`config.mk`:
```
export PLATFORM = sky130hd
export DESIGN_NAME = pe_run_sequencer
export DESIGN_NICKNAME = d
export VERILOG_FILES = /design/src/rtl/pe_run_sequencer.sv
export SDC_FILE = /design/constraint.sdc
export NUM_CORES = 1
export LEC_CHECK = 0
export CORE_ASPECT_RATIO = 1.25
export CORE_MARGIN = 1
export CORE_UTILIZATION = 29
export CTS_BUF_LIST = sky130_fd_sc_hd__clkbuf_8
export CTS_CLUSTER_DIAMETER = 200
export DETAILED_ROUTE_END_ITERATION = 10
export DONT_BUFFER_PORTS = 1
export GPL_TIMING_DRIVEN = 0
export PLACE_DENSITY = 0.42
export SLEW_MARGIN = 0
export SYNTH_ARGS = -nofsm -noshare
export SYNTH_HDL_FRONTEND = slang
export SYNTH_SLANG_ARGS = --single-unit
```
`constraint.sdc`:
```
create_clock -name clk -period 10.55 [get_ports clk]
set_clock_uncertainty 0.15 [all_clocks]
set_input_delay 2.11 -clock clk [delete_from_list [all_inputs] [get_ports clk]]
set_output_delay 2.11 -clock clk [all_outputs]
set_load 0.005 [all_outputs]
```
`src/rtl/pe_run_sequencer.sv`:
```
// Per-tile ap_start scheduler for a row of NUM_PE pass-through PE tiles.
// Latency: accept edge ends cycle 0; tile i is high on cycles 1+i*STAGGER .. i*STAGGER+run_len; done on E+1.
// Backpressure: cmd_ready high only in IDLE; pause freezes the schedule, halt aborts the run.
module pe_run_sequencer #(
   parameter int NUM_PE    = 4,
   parameter int STAGGER   = 1,
   parameter int CNT_WIDTH = 16
) (
   input  logic                 clk,
   input  logic                 reset,
   input  logic                 cmd_valid,
   output logic                 cmd_ready,
   input  logic [CNT_WIDTH-1:0] cmd_run_len,
   input  logic [NUM_PE-1:0]    cmd_mask,
   input  logic                 pause,
   input  logic                 halt,
   output logic [NUM_PE-1:0]    ap_start,
   output logic                 busy,
   output logic                 done,
   output logic                 aborted,
   output logic [CNT_WIDTH-1:0] active_cycles
);

   // Schedule position is wide enough that skew + run_len can never wrap it.
   localparam int SW = CNT_WIDTH + 9;

   typedef enum logic [1:0] {S_IDLE, S_ACTIVE, S_DONE} state_t;

   state_t               state_q, state_d;
   logic [SW-1:0]        pos_q, pos_d;
   logic [SW-1:0]        end_q, end_d;
   logic [CNT_WIDTH-1:0] len_q, len_d;
   logic [NUM_PE-1:0]    mask_q, mask_d;
   logic [NUM_PE-1:0]    ap_q, ap_d;
   logic [CNT_WIDTH-1:0] act_q, act_d;
   logic                 done_q, done_d;
   logic                 aborted_q, aborted_d;
   logic                 ready_q, busy_q;

   // Tiles whose window covers schedule position p (positions start at 1).
   function automatic logic [NUM_PE-1:0] window(input logic [SW-1:0]        p,
                                                input logic [NUM_PE-1:0]    m,
                                                input logic [CNT_WIDTH-1:0] len);
      logic [SW-1:0] off;
      window = '0;
      for (int i = 0; i < NUM_PE; i++) begin
         off       = SW'(i * STAGGER);
         window[i] = m[i] && (p > off) && (p <= off + SW'(len));
      end
   endfunction

   // Next-state and next-output logic; the position only advances on unpaused edges.
   always_comb begin
      state_d   = state_q;
      pos_d     = pos_q;
      end_d     = end_q;
      len_d     = len_q;
      mask_d    = mask_q;
      act_d     = act_q;
      aborted_d = aborted_q;
      ap_d      = '0;
      done_d    = 1'b0;
      case (state_q)
         S_IDLE: begin
            if (cmd_valid) begin
               len_d     = cmd_run_len;
               mask_d    = cmd_mask;
               end_d     = SW'((NUM_PE - 1) * STAGGER) + SW'(cmd_run_len);
               pos_d     = SW'(1);
               act_d     = '0;
               aborted_d = 1'b0;
               if (cmd_run_len == '0 || cmd_mask == '0) begin
                  state_d = S_DONE;
                  done_d  = 1'b1;
               end else begin
                  state_d = S_ACTIVE;
                  ap_d    = window(SW'(1), cmd_mask, cmd_run_len);
               end
            end
         end
         S_ACTIVE: begin
            if (!pause && act_q != '1) act_d = act_q + 1'b1;
            if (halt) begin
               state_d   = S_DONE;
               done_d    = 1'b1;
               aborted_d = 1'b1;
            end else if (pause) begin
               // hold position; every tile idles this cycle
            end else if (pos_q == end_q) begin
               state_d = S_DONE;
               done_d  = 1'b1;
            end else begin
               pos_d = pos_q + SW'(1);
               ap_d  = window(pos_q + SW'(1), mask_q, len_q);
            end
         end
         S_DONE:  state_d = S_IDLE;
         default: state_d = S_IDLE;
      endcase
   end

   // State and registered outputs; synchronous reset returns everything to IDLE.
   always_ff @(posedge clk) begin
      if (reset) begin
         state_q   <= S_IDLE;
         pos_q     <= '0;
         end_q     <= '0;
         len_q     <= '0;
         mask_q    <= '0;
         ap_q      <= '0;
         act_q     <= '0;
         done_q    <= 1'b0;
         aborted_q <= 1'b0;
         ready_q   <= 1'b1;
         busy_q    <= 1'b0;
      end else begin
         state_q   <= state_d;
         pos_q     <= pos_d;
         end_q     <= end_d;
         len_q     <= len_d;
         mask_q    <= mask_d;
         ap_q      <= ap_d;
         act_q     <= act_d;
         done_q    <= done_d;
         aborted_q <= aborted_d;
         ready_q   <= (state_d == S_IDLE);
         busy_q    <= (state_d != S_IDLE);
      end
   end

   assign ap_start      = ap_q;
   assign busy          = busy_q;
   assign done          = done_q;
   assign aborted       = aborted_q;
   assign active_cycles = act_q;
   assign cmd_ready     = ready_q;

endmodule

```
==> flow_metrics.tcl, run 1 <==
set metrics [dict create \
    avgRoutedWirePerCell_um 19.4 \
    grt_max_degree 15 \
    finalCritPeriodShare_pct 42.0 \
    status "completed" \
    holdBufCountCts 0 \
    async_reset_ff_share_pct 0 \
    irDropWorstVdd_v 0.0000628 \
    grt_pass1_vias 6234 \
    final_cell_count_no_fill 1189 \
    p_int_w 0.000561 \
    min_path_type "reg -> reg" \
    post_cts_resize_count 0 \
    grt.overflow.total 0 \
    synth_seq_cells 88 \
    wl_mm 23.0 \
    avgViaCountPerCell 5.24 \
    ant_nets 0 \
    path_clk_slew_ns 0.10 \
    setup_viol 0 \
    max_slew_margin_pct 42.3 \
    place_inst 1175 \
    rsz0062_at_grt "false" \
    numCtsBuffers 9 \
    seq_power_share_pct 43.9 \
    r2r_start "pos_q[1]$_SDFFE_PP0P_" \
    drt_iter0_drc 272 \
    start_kind "flip-flop" \
    timing.setup.tns_ns 0 \
    grt_antenna_before_repair 0 \
    synth-seq-area-share_pct 25.3 \
    final_max_slew_viol_count 0 \
    start_util_pct 29.5 \
    r2r_cells 11 \
    cts_num_sinks 88 \
    num_vias 6225 \
    htreeDepth 3 \
    cp-end-kind "flip-flop" \
    clock.fmax_mhz 226 \
    dieArea_mm2 0.0247 \
    synth_warnings 0 \
    drt_pre_antenna_iters 5 \
    finalHoldViolations 0 \
    grt_pass1_wl_mm 35.9 \
    netlist_instances 883 \
    drive_above_1_share_pct 5.13 \
    syn_avg_cell_area_um2 7.90 \
    postCtsSetupRepairBufs 0 \
    setup.worst_path.end "ap_start[3]$_SDFF_PP0_" \
    whs_ns 0.306 \
    ys.flop_type "dfxtp_1" \
    crit_required_ns 10.75 \
    core-area_mm2 0.0236 \
    clk-insertion-delay-late_ns 0.40 \
    critical_path_arrival_ns 4.63 \
    p_comb_share_pct 20.2 \
    worst_pin_slew_ns 0.862 \
    p_sw_w 0.000255 \
    r2r-end "ap_start[3]$_SDFF_PP0_" \
    port_buffers 0 \
    cts-root-buf "clkbuf_8" \
    ys_types 63 \
    p_per_area_mw_per_mm2 108 \
    synthesis.nets 982 \
    io_pins 49 \
    n_antenna_cell 0 \
    min_period_ns 4.43 \
    syn_to_final_growth_pct 8.56 \
    drc_errors 0 \
    path_class "reg -> reg" \
    cap_violations 0 \
    die_y_um 175 \
    syn-cell-area_mm2 0.00698 \
    clk_path_buf_depth 2 \
    synth_edf_count 0 \
    cts_tree "built" \
    p_leak_nw 2.97 \
    die_x_um 141 \
    grt_use_total_pct 19.5 \
    hpwlAfterDp_mm 18.4 \
    row_count 63 \
    fin_nets 993 \
    reg2reg_slack_ns 6.12 \
    gp_congestion 0.820 \
    critPathLaunch "pos_q[1]$_SDFFE_PP0P_" \
    swShare_pct 31.2 \
    cp_max_fo 10 \
    pwr-share-clk_pct 35.9 \
]
==> routing by layer <==
layer | global-route usage, % | part of all wire, % | vias to the layer above
li1 | - | - | 3151
met1 | 23.2 | 43 | 2935
met2 | 34.9 | 50 | 112
met3 | 2.67 | 3.5 | 27
met4 | 8.20 | 2.7 | 0
met5 | 0 | 0 | -
==> power by group through the flow <==
stage	clock network, W	registers (W)	logic (W)
6_report	0.000293	0.000359	0.000165
5_1_grt	0.000313	0.000360	0.000185
4_1_cts	0.000302	0.000359	0.000168
3_5_place_dp	0	0.000367	0.000167
3_3_place_gp	0	0.000366	0.000167
2_1_floorplan	0	0.000361	0.000118
==> sequential cells by signal, summed over array words and instances (netlist names) <==
name,cells
cmd_ready,1
end_q,17
state_q,2
aborted,1
pos_q,25
mask_q,4
ap_start,4
done,1
active_cycles,16
len_q,16
busy,1
==> logic make-up (layout without fill, tap and decap cells) <==
logic type	Yosys count	after routing	synth area share (%)
adders and majority gates	75	75	13.4
and+or+nand+nor	344	344	25.2
muxes	11	11	1.63
AOI/OAI and AO/OA	168	168	16.0
buffers and inverters	95	109	5.60
xor gates and xnor gates	102	102	12.9
DFF	88	88	25.3
==> worst min-delay path by stage <==
stage                           start  slack [ns]  depth (start not counted)                     end
2_1_floorplan  mask_q[1]$_SDFFE_PP0P_        0.28                          2  mask_q[1]$_SDFFE_PP0P_
3_3_place_gp   mask_q[3]$_SDFFE_PP0P_        0.29                          2  mask_q[3]$_SDFFE_PP0P_
3_5_place_dp   mask_q[0]$_SDFFE_PP0P_        0.29                          2  mask_q[0]$_SDFFE_PP0P_
4_1_cts        mask_q[0]$_SDFFE_PP0P_        0.31                          2  mask_q[0]$_SDFFE_PP0P_
5_1_grt        mask_q[0]$_SDFFE_PP0P_        0.34                          2  mask_q[0]$_SDFFE_PP0P_
6_report       mask_q[0]$_SDFFE_PP0P_        0.31                          2  mask_q[0]$_SDFFE_PP0P_
==> layout make-up <==
class,instances,area (um2)
Inverter,40,150
Buffer,55,240
Clock buffer,9,124
Clock inverter,5,108
Sequential cell,88,1760
Tap cell,292,365
Multi-Input combinational cell,700,4820
Fill cell,2583,16100
==> stage by stage <==
| stage | utilization (%) | total power (W) | cell area, um2 | setup WS, ns |
|---|---|---|---|---|
| after floorplan | - | 0.000479 | 6980 | 6.93 |
| after global placement | 31.0 | 0.000533 | 7340 | 6.10 |
| after detailed placement | 31.0 | 0.000533 | 7340 | 5.95 |
| after CTS | 32.0 | 0.000828 | 7570 | 5.92 |
| after global routing | 32.0 | 0.000858 | 7570 | 5.80 |
| final | 32.0 | 0.000817 | 7570 | 6.12 |
==> layout by cell type, fill, tap and decap left out, types with 9 or more instances in the layout <==
| master | instances |
|---|---|
| nor3_1 | 22 |
| xor2_1 | 25 |
| o21ai_0 | 23 |
| nand2_1 | 91 |
| clkbuf_8 | 9 |
| ha_1 | 74 |
| nand3_1 | 37 |
| a311oi_1 | 12 |
| dfxtp_1 | 88 |
| nor2_1 | 84 |
| nor2b_1 | 9 |
| inv_1 | 39 |
| a211oi_1 | 14 |
| xnor2_1 | 76 |
| a21o_1 | 15 |
| clkbuf_1 | 38 |
| a21oi_1 | 59 |
| buf_2 | 9 |
| nand4_1 | 26 |
| and3_1 | 12 |
==> Yosys cell counts (3+ instances only) <==
library cell | number | area (um2)
nand4_1 | 26 | 163
nor2b_1 | 9 | 56.3
nor4_1 | 7 | 43.8
a31oi_1 | 6 | 37.5
nor3_1 | 22 | 110
and4_1 | 8 | 70.1
mux2i_1 | 8 | 80.1
a21oi_1 | 59 | 295
dfxtp_1 | 88 | 1760
nand3_1 | 37 | 185
a311oi_1 | 12 | 105
a22oi_1 | 3 | 22.5
inv_1 | 39 | 146
a41oi_1 | 4 | 35.0
ha_1 | 74 | 926
and2_1 | 5 | 31.3
or4_1 | 6 | 45.0
clkbuf_1 | 38 | 143
or3_1 | 8 | 50.1
a211oi_1 | 14 | 105
nor2_1 | 84 | 315
xor2_1 | 25 | 219
buf_4 | 4 | 30.0
and3_1 | 12 | 75.1
nand2_1 | 91 | 342
o221a_1 | 3 | 33.8
a21o_1 | 15 | 113
nor4bb_1 | 3 | 30.0
mux2_2 | 3 | 33.8
buf_2 | 9 | 45.0
buf_1 | 3 | 11.3
o21ai_0 | 23 | 115
a211o_1 | 3 | 26.3
nand2b_1 | 8 | 50.1
o21a_1 | 5 | 37.5
xnor2_1 | 76 | 666
o211a_1 | 6 | 60.1
nor3b_1 | 3 | 22.5
==> critical path, stage by stage (launching register included) <==
cell,delay [ns]
dfxtp_1,0.63
ha_1,0.42
nand3_2,0.21
nor4_2,0.57
xor2_1,0.63
ha_1,0.36
nand4_1,0.14
nor2_1,0.10
o21ai_0,0.10
a31oi_1,0.10
a2111oi_0,0.66
o221a_1,0.30
No activity file was read; power rests on OpenSTA's default activity.
==> run 2: changes to the inputs <==
--- a/config.mk
+++ b/config.mk
@@ -13,7 +13,7 @@
 export DETAILED_ROUTE_END_ITERATION = 10
 export DONT_BUFFER_PORTS = 1
 export GPL_TIMING_DRIVEN = 0
-export PLACE_DENSITY = 0.42
+export PLACE_DENSITY = 0.43
 export SLEW_MARGIN = 0
 export SYNTH_ARGS = -nofsm -noshare
 export SYNTH_HDL_FRONTEND = slang
==> constraint.sdc (replaced) <==
create_clock -name clk -period 4 [get_ports clk]
set_clock_uncertainty 0.15 [all_clocks]
set_input_delay 0.8 -clock clk [delete_from_list [all_inputs] [get_ports clk]]
set_output_delay 0.8 -clock clk [all_outputs]
set_load 0.005 [all_outputs]
==> flow_metrics.tcl, run 2 (same netlist as run 1, synthesis figures left out) <==
set metrics [dict create \
    status "completed" \
    layout_common_cells "nand2_1, dfxtp_1, nor2_1, xnor2_1, ha_1" \
    grt_max_degree 16 \
    avgViaCountPerCell 5.27 \
    drive_above_1_share_pct 6.58 \
    io_pins 49 \
    start_kind "flip-flop" \
    p_leak_nw 2.98 \
    wl_mm 23.2 \
    grt_antenna_before_repair 0 \
    cts_tree "built" \
    port_buffers 0 \
    core-area_mm2 0.0236 \
    cts_num_sinks 88 \
    finalCritPeriodShare_pct 93.6 \
    cap_violations 0 \
    postCtsSetupRepairBufs 0 \
    n_antenna_cell 0 \
    hp-start "mask_q[3]$_SDFFE_PP0P_" \
    drc_errors 0 \
    die_x_um 141 \
    largest_reg_flops 25 \
    final_common_cell "nand2_1" \
    clk_path_buf_depth 2 \
    cp_max_fo 10 \
    max_slew_margin_pct 42.9 \
    finalPower_w 0.00198 \
    drt_pre_antenna_iters 5 \
    reg2reg_slack_ns 0.26 \
    min_period_ns 3.74 \
    multiInputGateArea_mm2 0.00489 \
    hpwlAfterDp_mm 18.6 \
    final_max_slew_viol_count 0 \
    grt_pass1_vias 6322 \
    drt_iter0_drc 278 \
    r2r-end "ap_start[2]$_SDFF_PP0_" \
    path_class "reg -> reg" \
    min_to "mask_q[3]$_SDFFE_PP0P_" \
    grt.overflow.total 0 \
    setup_viol 0 \
    r2r_start "pos_q[1]$_SDFFE_PP0P_" \
    path_clk_slew_ns 0.10 \
    num_vias 6262 \
    cp-end-kind "flip-flop" \
    syn_to_final_growth_pct 8.70 \
    gp_congestion 0.839 \
    worst_pin_slew_ns 0.844 \
    min_path_type "reg -> reg" \
    clk-insertion-delay-late_ns 0.38 \
    grt_use_total_pct 19.5 \
    clock.fmax_mhz 267 \
    min_path_cells 2 \
    dpl_worst_slack_ns -0.392 \
    layout_setup_ws_ns 0.256 \
    irDropWorstVdd_v 0.000188 \
    ant_nets 0 \
    final_cell_count_no_fill 1189 \
    p_per_area_mw_per_mm2 261 \
    seq_area_mm2 0.00177 \
    crit_required_ns 4.12 \
    grt_pass1_wl_mm 36.4 \
    dieArea_mm2 0.0247 \
    top_regs "pos_q (25), end_q (17)" \
    htreeDepth 3 \
    numCtsBuffers 9 \
    die_y_um 175 \
    top_register "pos_q" \
    fin_nets 991 \
    cts-root-buf "clkbuf_8" \
    nFillCells 2572 \
    avgRoutedWirePerCell_um 19.6 \
    finalHoldViolations 0 \
    critical_path_arrival_ns 3.87 \
    place_inst 1175 \
    start_util_pct 29.5 \
    rsz0062_at_grt "false" \
    row_count 63 \
    r2r_cells 14 \
]
[run 2: cell types whose count changed in the layout (fill, tap and decap cells not counted), sizes merged]
cell,delta
clkinv,+2
bufinv,-3
inv,+3
clkbuf,-2
[run 2: final cells by class]
| cell class | instances | area share [%] |
|---|---|---|
| buffer | 53 | 3.07 |
| clock buffer | 9 | 1.63 |
| multi-input combinational | 700 | 64.5 |
| sequential | 88 | 23.3 |
| clock inverter | 7 | 0.660 |
| tap | 292 | 4.82 |
| inverter | 40 | 1.98 |
[run 2: worst max path at each step]
| stage | from | endpoint | cells past startpoint |
|---|---|---|---|
| after global placement | pos_q[1]$_SDFFE_PP0P_ | ap_start[3]$_SDFF_PP0_ | 11 |
| after floorplan | pos_q[1]$_SDFFE_PP0P_ | ap_start[2]$_SDFF_PP0_ | 14 |
| after detailed placement | pos_q[1]$_SDFFE_PP0P_ | ap_start[3]$_SDFF_PP0_ | 11 |
| final | pos_q[1]$_SDFFE_PP0P_ | ap_start[2]$_SDFF_PP0_ | 14 |
| after CTS | pos_q[0]$_SDFFE_PP0P_ | ap_start[3]$_SDFF_PP0_ | 12 |
| after global routing | pos_q[1]$_SDFFE_PP0P_ | ap_start[2]$_SDFF_PP0_ | 14 |
[run 2: layer usage]
layer	vias up	global-route usage (%)	part of all wire (%)
met3	32	3.49	4.1
met4	0	6.97	2.6
met5	-	0	0
li1	3140	-	-
met1	2946	22.7	44
met2	144	35.5	50
[run 2: critical path, cell delays in order (launching register included)]
cell     delay, ns
dfxtp_2       0.51
ha_2          0.34
and3_1        0.21
and3_1        0.18
buf_6         0.13
xnor2_2       0.15
inv_1         0.19
ha_1          0.35
o21ai_0       0.09
a21oi_1       0.13
o21ai_0       0.10
o21a_1        0.19
or4_1         0.51
o211a_1       0.13
o221a_1       0.27
[run 2: power breakdown]
group	switching, W	total [W]	internal (W)
Combinational	0.000272	0.000430	0.000158
Clock	0.000370	0.000599	0.000229
Sequential	0.0000401	0.000953	0.000913
[run 2: metrics by stage]
| stage | util (%) | hold slack [ns] | area (um2) | TNS (ns) |
|---|---|---|---|---|
| after global routing | 32.1 | 0.328 | 7580 | 0 |
| after detailed placement | 31.0 | 0.297 | 7340 | -0.414 |
| after global placement | 31.0 | 0.295 | 7340 | -0.437 |
| final | 32.1 | 0.308 | 7580 | 0 |
| after CTS | 31.9 | 0.310 | 7540 | 0 |
| after floorplan | - | 0.281 | 6980 | 0 |
[run 2: timing repair]
action	4_1_cts	5_1_grt
resized for setup	6	10
hold buffers	0	0
setup endpoints to repair	2	3
==> run 3: changes to the inputs <==
--- a/config.mk
+++ b/config.mk
@@ -7,13 +7,13 @@
 export LEC_CHECK = 0
 export CORE_ASPECT_RATIO = 1.25
 export CORE_MARGIN = 1
-export CORE_UTILIZATION = 29
+export CORE_UTILIZATION = 61
 export CTS_BUF_LIST = sky130_fd_sc_hd__clkbuf_8
 export CTS_CLUSTER_DIAMETER = 200
 export DETAILED_ROUTE_END_ITERATION = 10
 export DONT_BUFFER_PORTS = 1
 export GPL_TIMING_DRIVEN = 0
-export PLACE_DENSITY = 0.43
+export PLACE_DENSITY = 0.79
 export SLEW_MARGIN = 0
 export SYNTH_ARGS = -nofsm -noshare
 export SYNTH_HDL_FRONTEND = slang
==> flow_metrics.tcl, run 3 (same netlist as run 1, synthesis figures left out) <==
set metrics [dict create \
    status "finished with violations" \
    violations "DRC" \
    cap_violations 0 \
    finalHoldViolations 0 \
    drive_above_1_share_pct 6.34 \
    final_common_cell "nand2_1" \
    die_y_um 122 \
    utilization_pct 66.4 \
    largest_reg_flops 25 \
    irDropWorstVdd_v 0.000292 \
    timing.setup.tns_ns 0 \
    hp-start "mask_q[0]$_SDFFE_PP0P_" \
    finalCritPeriodShare_pct 94.1 \
    layout_common_cells "nand2_1, dfxtp_1, nor2_1, xnor2_1, ha_1" \
    crit_required_ns 4.11 \
    cts_num_sinks 88 \
    r2r_start "len_q[0]$_SDFFE_PP0P_" \
    grt_max_degree 18 \
    fin_nets 993 \
    critical_path_arrival_ns 3.88 \
    crit_chain "inv_1 -> ha_1 -> nor3_1 -> nand3_1 -> nor2_1 -> nand3_1 -> xnor2_1 -> ha_1 -> nand4_1 -> nor2_2 -> o21ai_0 -> a31oi_1 -> a2111oi_0 -> o221a_1" \
    dieArea_mm2 0.0119 \
    grt.overflow.total 0 \
    min_path_type "reg -> reg" \
    slowest_delay_ns 0.49 \
    cp-end-kind "flip-flop" \
    grt_pass1_vias 6440 \
    path_clk_slew_ns 0.11 \
    place_inst 1018 \
    multiInputGateArea_mm2 0.00486 \
    clk_path_buf_depth 2 \
    nFillCells 988 \
    p_per_area_mw_per_mm2 275 \
    path_class "reg -> reg" \
    rsz0062_at_grt "false" \
    numCtsBuffers 9 \
    htreeDepth 3 \
    drt_iter0_drc 549 \
    place_area_mm2 0.00714 \
    hpwlAfterDp_mm 15.9 \
    cts_tree "built" \
    postCtsSetupRepairBufs 0 \
    final_max_slew_viol_count 0 \
    cp.depth 14 \
    p_leak_nw 2.97 \
    clock.fmax_mhz 266 \
    top_register "pos_q" \
    cts-root-buf "clkbuf_8" \
    gp_congestion 0.966 \
    drt_pre_antenna_iters 10 \
    cp_max_fo 9 \
    avgViaCountPerCell 6.37 \
    max_slew_margin_pct 43.4 \
    port_buffers 0 \
    min_period_ns 3.76 \
    grt_use_total_pct 34.7 \
    min_path_cells 2 \
    start_kind "flip-flop" \
    setup_viol 0 \
    r2r_cells 14 \
    avgRoutedWirePerCell_um 19.5 \
    grt_antenna_before_repair 0 \
    critical_path_buf_inv_count 1 \
    wl_mm 20.1 \
    cpLargestDelayFamily "simple AND/OR/NAND/NOR gates" \
    seq_area_mm2 0.00177 \
    num_vias 6590 \
    n_antenna_cell 0 \
    io_pins 49 \
    row_count 43 \
    ant_nets 0 \
    start_util_pct 62.6 \
    syn_to_final_growth_pct 6.06 \
    final_cell_count_no_fill 1034 \
    core-area_mm2 0.0111 \
    top_regs "pos_q (25), end_q (17)" \
    drc_errors 4 \
    critPathLaunch "len_q[0]$_SDFFE_PP0P_" \
    stdcell_area_mm2 0.00740 \
    grt_pass1_wl_mm 32.3 \
    worst_path_max_delay_cell "dfxtp_2" \
    clk-insertion-delay-late_ns 0.37 \
    die_x_um 97.6 \
    worst_pin_slew_ns 0.847 \
    holdBufCountCts 0 \
]
==> run 3: changes by cell type in the layout (fill, tap and decap cells not counted), sizes merged <==
cell	before	now
clkbuf	45	47
clkinv	4	2
bufinv	0	1
clkinvlp	0	1
==> run 3: final timing paths <==
| check | to | slack, ns |
|---|---|---|
| worst max-delay path | ap_start[3]$_SDFF_PP0_ | 0.24 |
| worst min-delay path | mask_q[0]$_SDFFE_PP0P_ | 0.31 |
| worst max register to register | ap_start[3]$_SDFF_PP0_ | 0.24 |
| worst min register to register | mask_q[0]$_SDFFE_PP0P_ | 0.31 |
==> run 3: timing repair <==
| action | 4_1_cts | 5_1_grt |
|---|---|---|
| hold endpoints to repair | 0 | 0 |
| resized for setup | 0 | 10 |
| endpoints found under the setup margin | 0 | 4 |
==> run 3: final cells by class <==
cell class	instances	share of cell area, %
flip-flops and latches	88	23.9
plain buffers	55	3.25
well taps	135	2.28
clock buffers	9	1.67
multi-input cells	700	65.7
inverters	40	2.03
clock inverters	7	1.18
==> run 3: per-stage QoR <==
step	worst slack, ns	hold slack [ns]	power (W)
finish	0.237	0.315	0.00203
global route	0.0398	0.330	0.00212
CTS	0.0273	0.310	0.00203
detailed placement	0.0245	0.296	0.00138
global placement	0.0348	0.293	0.00137
floorplan	0.643	0.281	0.00126
==> run 3: metal layers <==
metal  part of all wire [%]  GRT usage [%]  vias to the layer above  wire [um]
li1                       -              -                     3149          -
met1                     37           37.5                     3045       7490
met2                     49           62.8                      313       9940
met3                    7.2           6.31                       83       1450
met4                    6.2           21.8                        0       1250
met5                      0              0                        -          0
==> run 3: report_power, final <==
group	switching [W]	leakage [nW]	internal, W
Combinational	0.000268	2.15	0.000159
Clock	0.000357	0.105	0.000302
Sequential	0.0000348	0.718	0.000913
Total	0.000660	2.97	0.00137
==> run 3: worst reg2reg max path, cell delays in order, from the launching register on <==
cell and delay [ns]:
dfxtp_2 0.49, inv_1 0.13, ha_1 0.24, nor3_1 0.24
nand3_1 0.30, nor2_1 0.33, nand3_1 0.14, xnor2_1 0.17
ha_1 0.30, nand4_1 0.12, nor2_2 0.20, o21ai_0 0.12
a31oi_1 0.30, a2111oi_0 0.14, o221a_1 0.30
